**config.mk**
```make
export PLATFORM = sky130hd
export DESIGN_NAME = spike_time_encoder
export DESIGN_NICKNAME = d
export VERILOG_FILES = /design/src/rtl/spike_time_encoder.sv
export SDC_FILE = /design/constraint.sdc
export NUM_CORES = 1
export LEC_CHECK = 0
export ABC_AREA = 1
export ABC_CLOCK_PERIOD_IN_PS = 2360
export CORE_ASPECT_RATIO = 2
export CORE_UTILIZATION = 45
export CTS_CLUSTER_SIZE = 30
export DETAILED_ROUTE_END_ITERATION = 10
export PLACE_DENSITY = 0.76
export SYNTH_ARGS = -nofsm -noshare
export SYNTH_HDL_FRONTEND = slang
export SYNTH_SLANG_ARGS = --single-unit
```
**constraint.sdc**
```tcl
create_clock -name aclk -period 2.36 [get_ports aclk]
set_clock_uncertainty 0.2 [all_clocks]
set_input_delay 0.708 -clock aclk [delete_from_list [all_inputs] [get_ports aclk]]
set_output_delay 0.708 -clock aclk [all_outputs]
set_load 0.05 [all_outputs]
```
**src/rtl/spike_time_encoder.sv**
```systemverilog
// spike_time_encoder
//
// Binary-to-temporal encoder for race-logic compare blocks. Each accepted
// vector carries NUM_CH spike times. One gamma cycle later, every lane emits a
// single PULSE_WIDTH-cycle pulse that starts at its encoded tick. A lane whose
// value exceeds T_MAX emits nothing, which downstream logic reads as
// "infinity". The block also generates the gamma-cycle framing strobes.
//
// Ports:
//   aclk        - single clock
//   grst        - synchronous, active-high reset
//   in_valid    - in_times holds a vector
//   in_ready    - block can accept a vector this cycle
//   in_times    - NUM_CH unsigned spike times, lane i at [i*TW +: TW]
//   spikes      - temporal-coded pulses, one bit per lane
//   gamma_start - high on tick 0 of every gamma cycle
//   gamma_set   - high on the last tick of every gamma cycle (latch set)
//   cycle_valid - the current gamma cycle is playing a loaded vector

module spike_time_encoder #(
    parameter  int GAMMA_CYCLE_WIDTH = 16,
    parameter  int PULSE_WIDTH       = 8,
    parameter  int NUM_CH            = 4,
    localparam int TW                = $clog2(GAMMA_CYCLE_WIDTH),
    localparam int T_MAX             = GAMMA_CYCLE_WIDTH - 1 - PULSE_WIDTH
) (
    input  logic                 aclk,
    input  logic                 grst,
    input  logic                 in_valid,
    output logic                 in_ready,
    input  logic [NUM_CH*TW-1:0] in_times,
    output logic [NUM_CH-1:0]    spikes,
    output logic                 gamma_start,
    output logic                 gamma_set,
    output logic                 cycle_valid
);

    localparam logic [TW-1:0] TICK_LAST = TW'(GAMMA_CYCLE_WIDTH - 1);
    localparam logic [TW-1:0] TICK_ONE  = TW'(1);

    // One extra bit keeps v + PULSE_WIDTH - 1 from wrapping for large lane values.
    localparam logic [TW:0] T_MAX_EXT = (TW + 1)'(T_MAX);
    localparam logic [TW:0] PW_M1_EXT = (TW + 1)'(PULSE_WIDTH - 1);

    logic [TW-1:0]        tick;
    logic [NUM_CH*TW-1:0] pending;
    logic                 pending_v;
    logic [NUM_CH*TW-1:0] active;
    logic                 active_v;

    logic                 tick_wrap;
    logic                 xfer;

    assign tick_wrap = (tick == TICK_LAST);
    assign in_ready  = !pending_v && !grst;
    assign xfer      = in_valid && in_ready;

    // Tick counter plus the two-stage vector pipeline. The pending slot is
    // promoted to the active slot on the last tick of each gamma cycle. A
    // transfer on that same edge can only happen when pending was empty, so it
    // simply refills pending and plays in the gamma cycle after next.
    always_ff @(posedge aclk) begin
        if (grst) begin
            tick      <= '0;
            pending_v <= 1'b0;
            active_v  <= 1'b0;
        end else begin
            if (tick_wrap) begin
                tick      <= '0;
                active    <= pending;
                active_v  <= pending_v;
                pending_v <= 1'b0;
            end else begin
                tick <= tick + TICK_ONE;
            end

            if (xfer) begin
                pending   <= in_times;
                pending_v <= 1'b1;
            end
        end
    end

    // Pulse decode from registered state only. A lane is high while the tick
    // lies inside [v, v + PULSE_WIDTH - 1]; values above T_MAX never fire, so
    // the latest pulse ends one tick before gamma_set.
    always_comb begin
        logic [TW:0] v_ext;
        logic [TW:0] tick_ext;
        spikes   = '0;
        v_ext    = '0;
        tick_ext = {1'b0, tick};
        for (int i = 0; i < NUM_CH; i++) begin
            v_ext     = {1'b0, active[i*TW +: TW]};
            spikes[i] = active_v
                        && (v_ext <= T_MAX_EXT)
                        && (tick_ext >= v_ext)
                        && (tick_ext <= v_ext + PW_M1_EXT);
        end
    end

    assign gamma_start = (tick == '0);
    assign gamma_set   = tick_wrap;
    assign cycle_valid = active_v;

endmodule

```
======== Yosys cells after proc, flatten, opt, wreduce, memory -nomap -nowiden ========
Cells that the tools add are included.
operators by class
  reduce and logical (&&, ||, !) cells .... 21
  order comparisons ....................... 12
  bitwise logic cells ..................... 1
  $add $sub $neg .......................... 5
  equality and inequality tests ........... 1
  mux-type cells .......................... 2
operator list
  kind                 number
  $add 4x3->5 const B  4
  $le 4x5->1           4
  $ge 4x4->1           4
  $le 4x3->1 const B   4
  $logic_and 1x1->1    14
  $add 4x1->4 const B  1
  $eq 4x4->1 const B   1
  $logic_not 4->1      1
  $reduce_and 2->1     2
  $logic_not 1->1      2
  $mux 1               2
  $reduce_bool 2->1    1
  $reduce_or 2->1      1
  $not 1->1            1
storage, ports and cells
  input bits .............................. 19
  output and inout port bits .............. 8
  logic and storage cells ................. 47
  flip-flop bits (word level) ............. 38

======== Depth between registers and ports, before layout ========
Gate-level depths: netlist of run 1.
  word-level depth ........................ 4
  mapped depth ............................ 11
  depth with buffers taken out ............ 11

======== Worst setup path after synthesis of run 1 ========
No wires, ideal clock.
  path kind ............................... reg-to-output
  start ................................... reg active[8]
  end ..................................... out spikes[2]
  data arrival time ....................... 1897 ps
  buffers on the path ..................... 0
  path slack .............................. -445 ps
  stages on the path, launching flop included .. 12
  data required time ...................... 1452 ps
  path through ............................ edfxtp_1 -> inv_1 -> nand3_1 -> xor2_1 -> ha_1 -> nand2_1 -> inv_1 -> nand2_1 -> nand2_1 -> nand2_1 -> nand2_1 -> nor2_1
on the way
  longest elaborated chain between the ends .. 4
  elaborated cells on any way between the ends .. 7
  those cells by class .................... add/sub (1); order compare (3); reduce/logical (3)
RTL lines
  what                                                 line  text
  start, declared                                      48    logic [NUM_CH*TW-1:0] active;
  start signal, assigned                               70    active <= pending;
  branches (longest 3 deep; another with $add 4x3->5)  -
  $logic_and 1x1->1 (*)                                98    && (tick_ext <= v_ext + PW_M1_EXT);
  end, declared                                        32    output logic [NUM_CH-1:0] spikes,
Mark *: on every way between the ends.

======== Worst setup path in the final report of run 1 ========
  start ................................... reg active[0]
  end ..................................... out spikes[0]
The elaborated chain is that of the path after synthesis.

==> out/metrics.cfg, run 1 <==
[clock_tree]
clockBufferDepth=2
cts.clk_slew.worst_paths_ps=70
cts_tree=built
htreeDepth=2
insertion_delay_ps=280
cts_buffers=5
cts.sinks=38
cts-root-buf=clkbuf_8

[synth]
synth_top_area_share=0.439
ys.flop_type=edfxtp_1
synth_edf_count=32
syn_area_per_cell_sq_um=10.1
yosysWarnings=0
yosys-top-cells-area=edfxtp_1 44%, ha_1 22%, nand2_1 8.1%
syn_inst=216
synth_common_cells=47 x nand2_1, 41 x inv_1, 38 x ha_1, 32 x edfxtp_1, 17 x nor2_1
syn_nets=273
yosysTopAreaCell=edfxtp_1
syn_area_sq_um=2190
synthArstFlopShare=0
ys_seq_elements=38
synth_most_common_cell=nand2_1
synth_cell_types=16
yosysSeqAreaShare=0.494

[drt]
wl_per_cell_um=11.3
drt.antenna.violating_nets=0
first_iter_violations=18
drc=0
totalWireLength_um=3900
vias=1646
viasPerCell=4.77
drtPass1Iterations=4

[min_path]
hold_path_end=active[3]$_DFFE_PP_
hp-class=reg2reg
hold_depth=0
worstHoldStart=pending[3]$_DFFE_PP_

[grt]
grt_pass1_vias=1694
grt_max_degree=13
overflow=0
antenna_found_initial=0
grt_use_total=0.170
grt_pass1_wl_um=6600

[setup_path]
r2r_start=tick[3]$_SDFF_PP0_
worst-r2r-cell-count=4
reg2reg_to=active[9]$_DFFE_PP_
r2r_slack_ps=570
cp.required_ps=1450
end_kind=output pin
critPathKind=reg2out
worstPathMaxFanout=3
start_kind=register
cp.arrival_ps=1970

[timing]
finalSetupViolCount=5
drv_slew=0
maxSlewHeadroom=0.639
min_period_ps=2880
postLayoutSetupSlackWorst_ps=-521
tightest_slew_ps=540
grt_setup_unrepaired=yes
finalCritPeriodShare=1.22
setup_tns_ps=-1940
hold_viol_final=0
fmax_mhz=347

[die]
initial_core_util=0.471
io_pins=27
die_y_um=101
dieArea_sq_um=5160
rows=35
die_w_um=51.3
fp.coreArea_sq_um=4640

[power]
pwr-share-comb=0.144
seq_power_share=0.562
clkPwrFrac=0.294
p_leak_nw=1.46
powerDensity_nw_per_um2=438
p_sw_frac=0.223
p_int_w=0.00105
switchingPower_w=0.000303
irDropWorstVdd_uv=462

[outcome]
status=finished with violations
failed_checks=negative setup slack

[cells_and_area]
fin_area_sq_um=3090
synthToLayoutAreaGrowth_pct=41.5
layout-drive-gt1-share=0.307
final_nets=346
diodes=0

[placement]
port_buffers=26
place_ws_ps=-214
placed_cell_area_sq_um=2890
routabilityCongestion=0.838
dpl.hpwl_um=3110

[flow_run]
maxCapViolCount=0

-- registers in the layout (all words and copies together) (netlist names) --
name	flops
pending	16
tick	4
pending_v	1
cycle_valid	1
active	16
-- stage by stage --
step / power (W) / hold WS (ps) / std cells / utilization
floorplan: 0.000866 / 200 / 216 / -
global placement: 0.000952 / 202 / 332 / 0.622
detailed placement: 0.000961 / 205 / 332 / 0.622
CTS: 0.00136 / 212 / 343 / 0.647
global route: 0.00142 / 213 / 345 / 0.667
finish: 0.00136 / 208 / 345 / 0.667
-- power groups by stage --
stage	Combinational (W)	Clock [W]	Sequential (W)
3_3_place_gp	0.000179	0	0.000773
3_5_place_dp	0.000186	0	0.000775
2_1_floorplan	0.0000909	0	0.000775
4_1_cts	0.000187	0.000411	0.000761
6_report	0.000196	0.000398	0.000762
5_1_grt	0.000220	0.000440	0.000763
-- kinds of logic after synthesis --
logic type	count (synthesis)	synth area share
AND/OR/NAND/NOR	76	0.144
buffers and inverters	41	0.0704
adder cells (fa/ha/maj)	38	0.217
flip-flops	38	0.494
AO/OA/AOI/OAI	13	0.0338
XOR/XNOR	10	0.0400
-- cell usage in the layout, fill, tap and decap left out --
cell / n
ha_4: 4
nand2_2: 3
nor2_2: 1
clkbuf_1: 1
inv_1: 31
inv_4: 1
a21oi_1: 8
dfxtp_2: 2
nor2_4: 5
a21o_1: 2
nor3b_4: 1
buf_4: 41
ha_1: 33
buf_12: 7
clkinv_2: 2
dlygate4sd2_1: 1
clkbuf_8: 5
a21oi_2: 2
inv_2: 9
nand2_1: 45
xor2_1: 5
o21ai_2: 1
xnor2_1: 5
nand3_2: 4
nand3_1: 5
dfxtp_1: 4
ha_2: 1
clkdlybuf4s50_1: 17
nor2_1: 12
edfxtp_1: 32
-- final cells by class --
type / instances / area (sq um)
clock buffers: 6 / 72.6
clock inverters: 2 / 10.0
fillers: 379 / 1550
inverters: 41 / 156
multi-input cells: 137 / 1080
flip-flops and latches: 38 / 1080
well taps: 55 / 68.8
repair buffers: 66 / 627
-- metal layers --
metal  wire [um]  part of all wire  GRT usage  vias to the layer above
met5           0                 0          0                        -
met4         161             0.041      0.108                        0
met3          87             0.022     0.0196                       12
met2        2220              0.57      0.324                       37
met1        1430              0.37      0.164                      752
li1            -                 -          -                      845
-- what timing repair did --
| item | CTS | global route |
|---|---|---|
| hold buffers | 0 | 0 |
| gates cloned | 0 | 0 |
| gates resized for setup | 10 | 15 |
| endpoints found under the setup margin | 7 | 6 |
| buffers inserted | 3 | 2 |
| pin swaps | 5 | 10 |
-- worst max-delay path by stage --
stage	startpoint	to	depth (start not counted)
floorplan	active[8]$_DFFE_PP_	spikes[2]	11
global placement	active[8]$_DFFE_PP_	spikes[2]	11
detailed placement	active[0]$_DFFE_PP_	spikes[0]	10
CTS	active[2]$_DFFE_PP_	spikes[0]	12
global route	active[8]$_DFFE_PP_	spikes[2]	12
finish	active[0]$_DFFE_PP_	spikes[0]	12
-- worst max-delay path, stage by stage (launching register included) --
cell,delay (ps)
edfxtp_1,410
inv_2,100
nand3_1,100
xor2_1,150
ha_1,290
nand2_1,70
inv_1,50
nand2_1,60
nand2_1,60
nand2_1,90
nand2_2,70
nor2_4,100
buf_12,140
Power figures use the tool's default switching activity.
==> run 2: changes to the inputs <==
--- a/config.mk
+++ b/config.mk
@@ -12,6 +12,8 @@
 export CTS_CLUSTER_SIZE = 30
 export DETAILED_ROUTE_END_ITERATION = 10
 export PLACE_DENSITY = 0.76
+export RECOVER_POWER = 100
 export SYNTH_ARGS = -nofsm -noshare
 export SYNTH_HDL_FRONTEND = slang
 export SYNTH_SLANG_ARGS = --single-unit
+export TNS_END_PERCENT = 5
==> out/metrics.cfg, run 2 (synthesized netlist as in run 1, its figures left out) <==
[clock_tree]
cts-root-buf=clkbuf_8
cts_tree=built
cts.clk_slew.worst_paths_ps=70  ; about the same
insertion_delay_ps=290  ; about the same
clockBufferDepth=2  ; unchanged
ctsHoldBuffers=0  ; unchanged
cts_buffers=5  ; unchanged
cts.sinks=38  ; unchanged
htreeDepth=2  ; unchanged

[setup_path]
worstPathMaxFanout=3  ; unchanged
max_stage_delay_ps=380  ; -30 ps
worst-r2r-cell-count=4  ; unchanged
cp.required_ps=1450  ; about the same
cp_num_buf_inv=3  ; unchanged
critPathKind=reg2out
start_kind=register
path_cells=inv_1 > nand3_1 > xor2_1 > ha_1 > nand2_1 > inv_1 > nand2_1 > nand2_1 > nand2_1 > nand2_1 > nor2_2 > buf_12
slowest_stage=edfxtp_1
r2r_slack_ps=360  ; -210 ps
end_kind=output pin
critical_path.top_delay_family=simple AND/OR/NAND/NOR gates
cp.arrival_ps=1950  ; -20 ps
r2r_start=tick[3]$_SDFF_PP0_
reg2reg_to=active[5]$_DFFE_PP_
critPathMostFrequentCell=nand2_1

[min_path]
hp-class=reg2reg
worstHoldStart=pending[2]$_DFFE_PP_
hold_depth=0  ; unchanged
hold_path_end=active[2]$_DFFE_PP_

[power]
seq_power_share=0.473  ; -0.089
p_leak_nw=1.48  ; +1.4%
pwr-share-comb=0.115  ; -0.029
powerDensity_nw_per_um2=525  ; +20%
switchingPower_w=0.000315  ; +4.2%
clkPwrFrac=0.412  ; +0.118
finalPower_w=0.00161  ; +19%
p_sw_frac=0.196  ; -0.0272
irDropWorstVdd_uv=542  ; +17%
p_int_w=0.00129  ; +23%

[placement]
dpl.hpwl_um=2850  ; -8.5%
place_ws_ps=-220  ; -5.73 ps
placed_cell_area_sq_um=2880  ; about the same
port_buffers=26  ; unchanged
routabilityCongestion=0.831  ; -0.87%

[cells_and_area]
final_cell_mix=47 x nand2_1, 37 x ha_1, 36 x buf_4
reg_top3=active x16, pending x16, tick x4
final_common_cell=nand2_1
fin_area_sq_um=3060  ; -1.1%
diodes=0  ; unchanged
multiInputGateArea_sq_um=993  ; -7.7%
final_nets=347  ; +0.29%
layout-drive-gt1-share=0.254  ; -0.0526
fillers=380  ; +0.26%
seqCellArea_sq_um=1080  ; unchanged
synthToLayoutAreaGrowth_pct=39.9

[grt]
grt_pass1_vias=1648  ; -2.7%
antenna_found_initial=0  ; unchanged
overflow=0  ; unchanged
grt_use_total=0.166  ; -0.00401
grt_pass1_wl_um=6310  ; -4.4%
grt_max_degree=13  ; unchanged

[timing]
maxSlewHeadroom=0.609  ; -0.0309
fmax_mhz=350  ; +0.83%
hold_viol_final=0  ; unchanged
finalSetupViolCount=6  ; +1
finalCritPeriodShare=1.21  ; -0.0101
tightest_slew_ps=590  ; +49.6 ps
drv_slew=0  ; unchanged
min_period_ps=2860  ; -23.8 ps
holdWs_ps=210  ; +2.63 ps
grt_setup_unrepaired=yes
postLayoutSetupSlackWorst_ps=-497  ; +23.8 ps

[drt]
totalWireLength_um=3580  ; -8.1%
viasPerCell=4.67  ; -2.0%
first_iter_violations=26  ; +8
drtPass1Iterations=3  ; -1
wl_per_cell_um=10.3  ; -8.4%
drc=0  ; unchanged
vias=1617  ; -1.8%
drt.antenna.violating_nets=0  ; unchanged

[die]
rows=35  ; unchanged
dieArea_sq_um=5160  ; unchanged
die_y_um=101  ; unchanged
io_pins=27  ; unchanged
die_w_um=51.3  ; unchanged
fp.coreArea_sq_um=4640  ; unchanged
initial_core_util=0.471  ; unchanged

[outcome]
failed_checks=negative setup slack
status=finished with violations

[flow_run]
maxCapViolCount=0  ; unchanged

[run 2: worst register-to-register path, delay by kind of cell (launching register included)]
| family | cells | cell delay, ps |
|---|---|---|
| buffers and inverters | 2 | 590 |
| DFF | 1 | 650 |
| and+or+nand+nor | 2 | 220 |
[run 2: routing by layer]
metal | wire length (um) | track usage | vias up | part of all wire
met5 | 0 | 0 | - | 0
met4 | 184 | 0.125 | 0 | 0.051
met3 | 92 | 0.0271 | 16 | 0.026
met2 | 2010 | 0.313 | 34 | 0.56
met1 | 1290 | 0.149 | 720 | 0.36
li1 | - | - | 847 | -
[run 2: worst max-delay path by stage]
stage	from	end	slack, ps	cells past startpoint
3_5_place_dp	active[0]$_DFFE_PP_	spikes[0]	-220	12
6_report	active[1]$_DFFE_PP_	spikes[0]	-500	12
3_3_place_gp	active[0]$_DFFE_PP_	spikes[0]	-160	12
2_1_floorplan	active[8]$_DFFE_PP_	spikes[2]	-220	11
5_1_grt	active[8]$_DFFE_PP_	spikes[2]	-630	12
4_1_cts	active[8]$_DFFE_PP_	spikes[2]	-500	10
[run 2: repair_timing]
action / CTS / global route
setup endpoints to repair: 7 / 7
buffers inserted: 1 / 2
gates cloned: 0 / 0
pin swaps: 2 / 2
resized for setup: 10 / 5
[run 2: power by group through the flow]
stage          clock (W)  sequential, W  combinational, W
4_1_cts         0.000671       0.000760          0.000193
2_1_floorplan          0       0.000774         0.0000883
3_3_place_gp           0       0.000772          0.000181
6_report        0.000663       0.000760          0.000185
3_5_place_dp           0       0.000773          0.000187
5_1_grt         0.000698       0.000761          0.000211
[run 2: cell type report]
| cell class | instances | area share |
|---|---|---|
| Timing Repair Buffer | 67 | 0.201 |
| Multi-Input combinational cell | 137 | 0.325 |
| Tap cell | 55 | 0.0225 |
| Clock buffer | 6 | 0.0270 |
| Clock inverter | 2 | 0.0196 |
| Inverter | 41 | 0.0511 |
| Sequential cell | 38 | 0.354 |
[run 2: stage by stage]
step	setup TNS [ps]	cells	utilization
6_report	-2030	346	0.659
5_1_grt	-2770	346	0.659
4_1_cts	-1910	344	0.658
3_5_place_dp	-724	335	0.621
3_3_place_gp	-515	335	0.621
2_1_floorplan	-2660	216	-
==> run 3: changes to the inputs <==
--- a/config.mk
+++ b/config.mk
@@ -8,6 +8,7 @@
 export ABC_AREA = 1
 export ABC_CLOCK_PERIOD_IN_PS = 2360
 export CORE_ASPECT_RATIO = 2
+export CORE_MARGIN = 2
 export CORE_UTILIZATION = 45
 export CTS_CLUSTER_SIZE = 30
 export DETAILED_ROUTE_END_ITERATION = 10
==> out/metrics.cfg, run 3 (synthesized netlist as in run 1, its figures left out) <==
[min_path]
hold_path_end=active[5]$_DFFE_PP_
worstHoldStart=pending[5]$_DFFE_PP_
hold_depth=0  ; unchanged
hp-class=reg2reg

[setup_path]
reg2reg_to=active[13]$_DFFE_PP_
worst-r2r-cell-count=5  ; +1
end_kind=output pin
r2r_start=tick[2]$_SDFF_PP0_
cp.required_ps=1450  ; about the same
critPathKind=reg2out
start_kind=register
worstPathMaxFanout=3  ; unchanged
cp.arrival_ps=1950  ; about the same
r2r_slack_ps=490  ; +130 ps

[grt]
grt_max_degree=13  ; unchanged
grt_pass1_wl_um=6170  ; -2.2%
grt_use_total=0.151  ; -0.0150
grt_pass1_vias=1561  ; -5.3%
antenna_found_initial=0  ; unchanged
overflow=0  ; unchanged

[cells_and_area]
diodes=0  ; unchanged
synthToLayoutAreaGrowth_pct=36.7
final_cells=344  ; -0.58%
reg_top3=active x16, pending x16, tick x4
final_common_cell=nand2_1
fin_area_sq_um=2990  ; -2.3%
layout-drive-gt1-share=0.249  ; -0.00516
final_cell_mix=47 x nand2_1, 37 x ha_1, 34 x buf_4
final_core_util=0.644  ; -0.0151
final_nets=345  ; -0.58%

[drt]
drt.antenna.violating_nets=0  ; unchanged
wl_per_cell_um=10.5  ; +1.4%
dr.max_layer_used=met4
drc=0  ; unchanged
totalWireLength_um=3610  ; +0.78%
wl_met3_um=68  ; -26%
wl_met1_um=1380  ; +6.6%
drtPass1Iterations=2  ; -1
first_iter_violations=7  ; -73%
viasPerCell=4.60  ; -1.5%
met2_wirelength_um=2100  ; +4.2%
vias=1583  ; -2.1%

[timing]
finalCritPeriodShare=1.21  ; about the same
postLayoutSetupSlackWorst_ps=-497  ; +0.336 ps
drv_slew=0  ; unchanged
setup_tns_ps=-1950  ; +78.5 ps
maxSlewHeadroom=0.611  ; +0.00196
min_period_ps=2860  ; -0.336 ps
finalSetupViolCount=5  ; -1
hold_viol_final=0  ; unchanged
fmax_mhz=350  ; about the same
grt_setup_unrepaired=yes
tightest_slew_ps=587  ; -2.96 ps

[power]
powerDensity_nw_per_um2=449  ; -15%
switchingPower_w=0.000302  ; -4.3%
pwr-share-comb=0.135  ; +0.020
p_leak_nw=1.44  ; -2.7%
seq_power_share=0.564  ; +0.091
clkPwrFrac=0.302  ; -0.110
p_int_w=0.00104  ; -19%
p_sw_frac=0.225  ; +0.0286
irDropWorstVdd_uv=697  ; +29%

[die]
fp.coreArea_sq_um=4640  ; unchanged
io_pins=27  ; unchanged
rows=35  ; unchanged
initial_core_util=0.471  ; unchanged
dieArea_sq_um=5470  ; +6.0%
die_w_um=53.3  ; +3.9%
die_y_um=103  ; +2.0%

[outcome]
failed_checks=negative setup slack
status=finished with violations

[placement]
placed_cell_area_sq_um=2860  ; -0.78%
place_inst=332  ; -0.90%
port_buffers=26  ; unchanged
dpl.hpwl_um=2900  ; +1.9%
routabilityCongestion=0.829  ; -0.24%

[clock_tree]
cts.sinks=38  ; unchanged
cts_buffers=5  ; unchanged
cts_tree=built
htreeDepth=2  ; unchanged
cts.clk_slew.worst_paths_ps=70  ; about the same
insertion_delay_ps=280  ; about the same
cts-root-buf=clkbuf_8
ctsHoldBuffers=0  ; unchanged
clockBufferDepth=2  ; unchanged

[flow_run]
maxCapViolCount=0  ; unchanged

==> run 3: cell count changes in the layout (fill, tap and decap cells not counted), moves of 2 or more <==
cell / before / now
buf_4: 36 / 34
bufinv_16: 2 / 0
clkbuf_1: 4 / 6
clkinv_2: 0 / 2
inv_2: 6 / 8
nand3_1: 8 / 6
nand3_2: 1 / 3
==> run 3: metal layers <==
| layer | vias up | track usage |
|---|---|---|
| met5 | - | 0 |
| met4 | 0 | 0.0710 |
| met3 | 5 | 0.0159 |
| met2 | 22 | 0.293 |
| met1 | 713 | 0.150 |
| li1 | 843 | - |
==> run 3: worst max-delay path, cell delays in order, from the launching register on <==
cell and delay [ps]:
edfxtp_1 410, inv_2 100, nand3_2 70, xor2_1 150, ha_1 310, nand2_1 80, inv_2 40, nand2_1 50
nand2_1 50, nand2_1 60, nand2_1 50, nor2_2 150, buf_12 150
==> run 3: cell type report <==
class | instances | area [sq um]
tap | 55 | 68.8
multi-input combinational | 137 | 1000
timing repair buffer | 65 | 599
clock buffer | 6 | 72.6
fill | 398 | 1650
inverter | 41 | 154
sequential | 38 | 1090
clock inverter | 2 | 10.0
==> run 3: what timing repair did <==
item                                    4_1_cts  5_1_grt
cloned                                        0        0
endpoints found under the hold margin         0        0
endpoints found under the setup margin        7        7
pin swaps                                     4        7
setup buffers                                 0        4
resized for setup                             8       10
==> run 3: power groups by stage <==
stage / clock network, W / logic, W / registers [W]
after floorplan: 0 / 0.0000883 / 0.000774
after global placement: 0 / 0.000178 / 0.000771
after global routing: 0.000441 / 0.000206 / 0.000758
after detailed placement: 0 / 0.000184 / 0.000771
final: 0.000405 / 0.000181 / 0.000757
after CTS: 0.000418 / 0.000186 / 0.000758
==> run 3: worst max path at each step <==
stage          cells past startpoint        end                start
6_report                          12  spikes[2]  active[8]$_DFFE_PP_
5_1_grt                           12  spikes[2]  active[8]$_DFFE_PP_
4_1_cts                           10  spikes[0]  active[0]$_DFFE_PP_
3_5_place_dp                      10  spikes[0]  active[0]$_DFFE_PP_
3_3_place_gp                      12  spikes[0]  active[0]$_DFFE_PP_
2_1_floorplan                     11  spikes[2]  active[8]$_DFFE_PP_
==> run 3: through the flow <==
stage          hold WS (ps)  power (W)  worst slack [ps]
2_1_floorplan           200   0.000863              -223
3_3_place_gp            201   0.000949              -176
3_5_place_dp            205   0.000956              -239
4_1_cts                 213    0.00136              -515
5_1_grt                 220    0.00140              -631
6_report                208    0.00134              -497
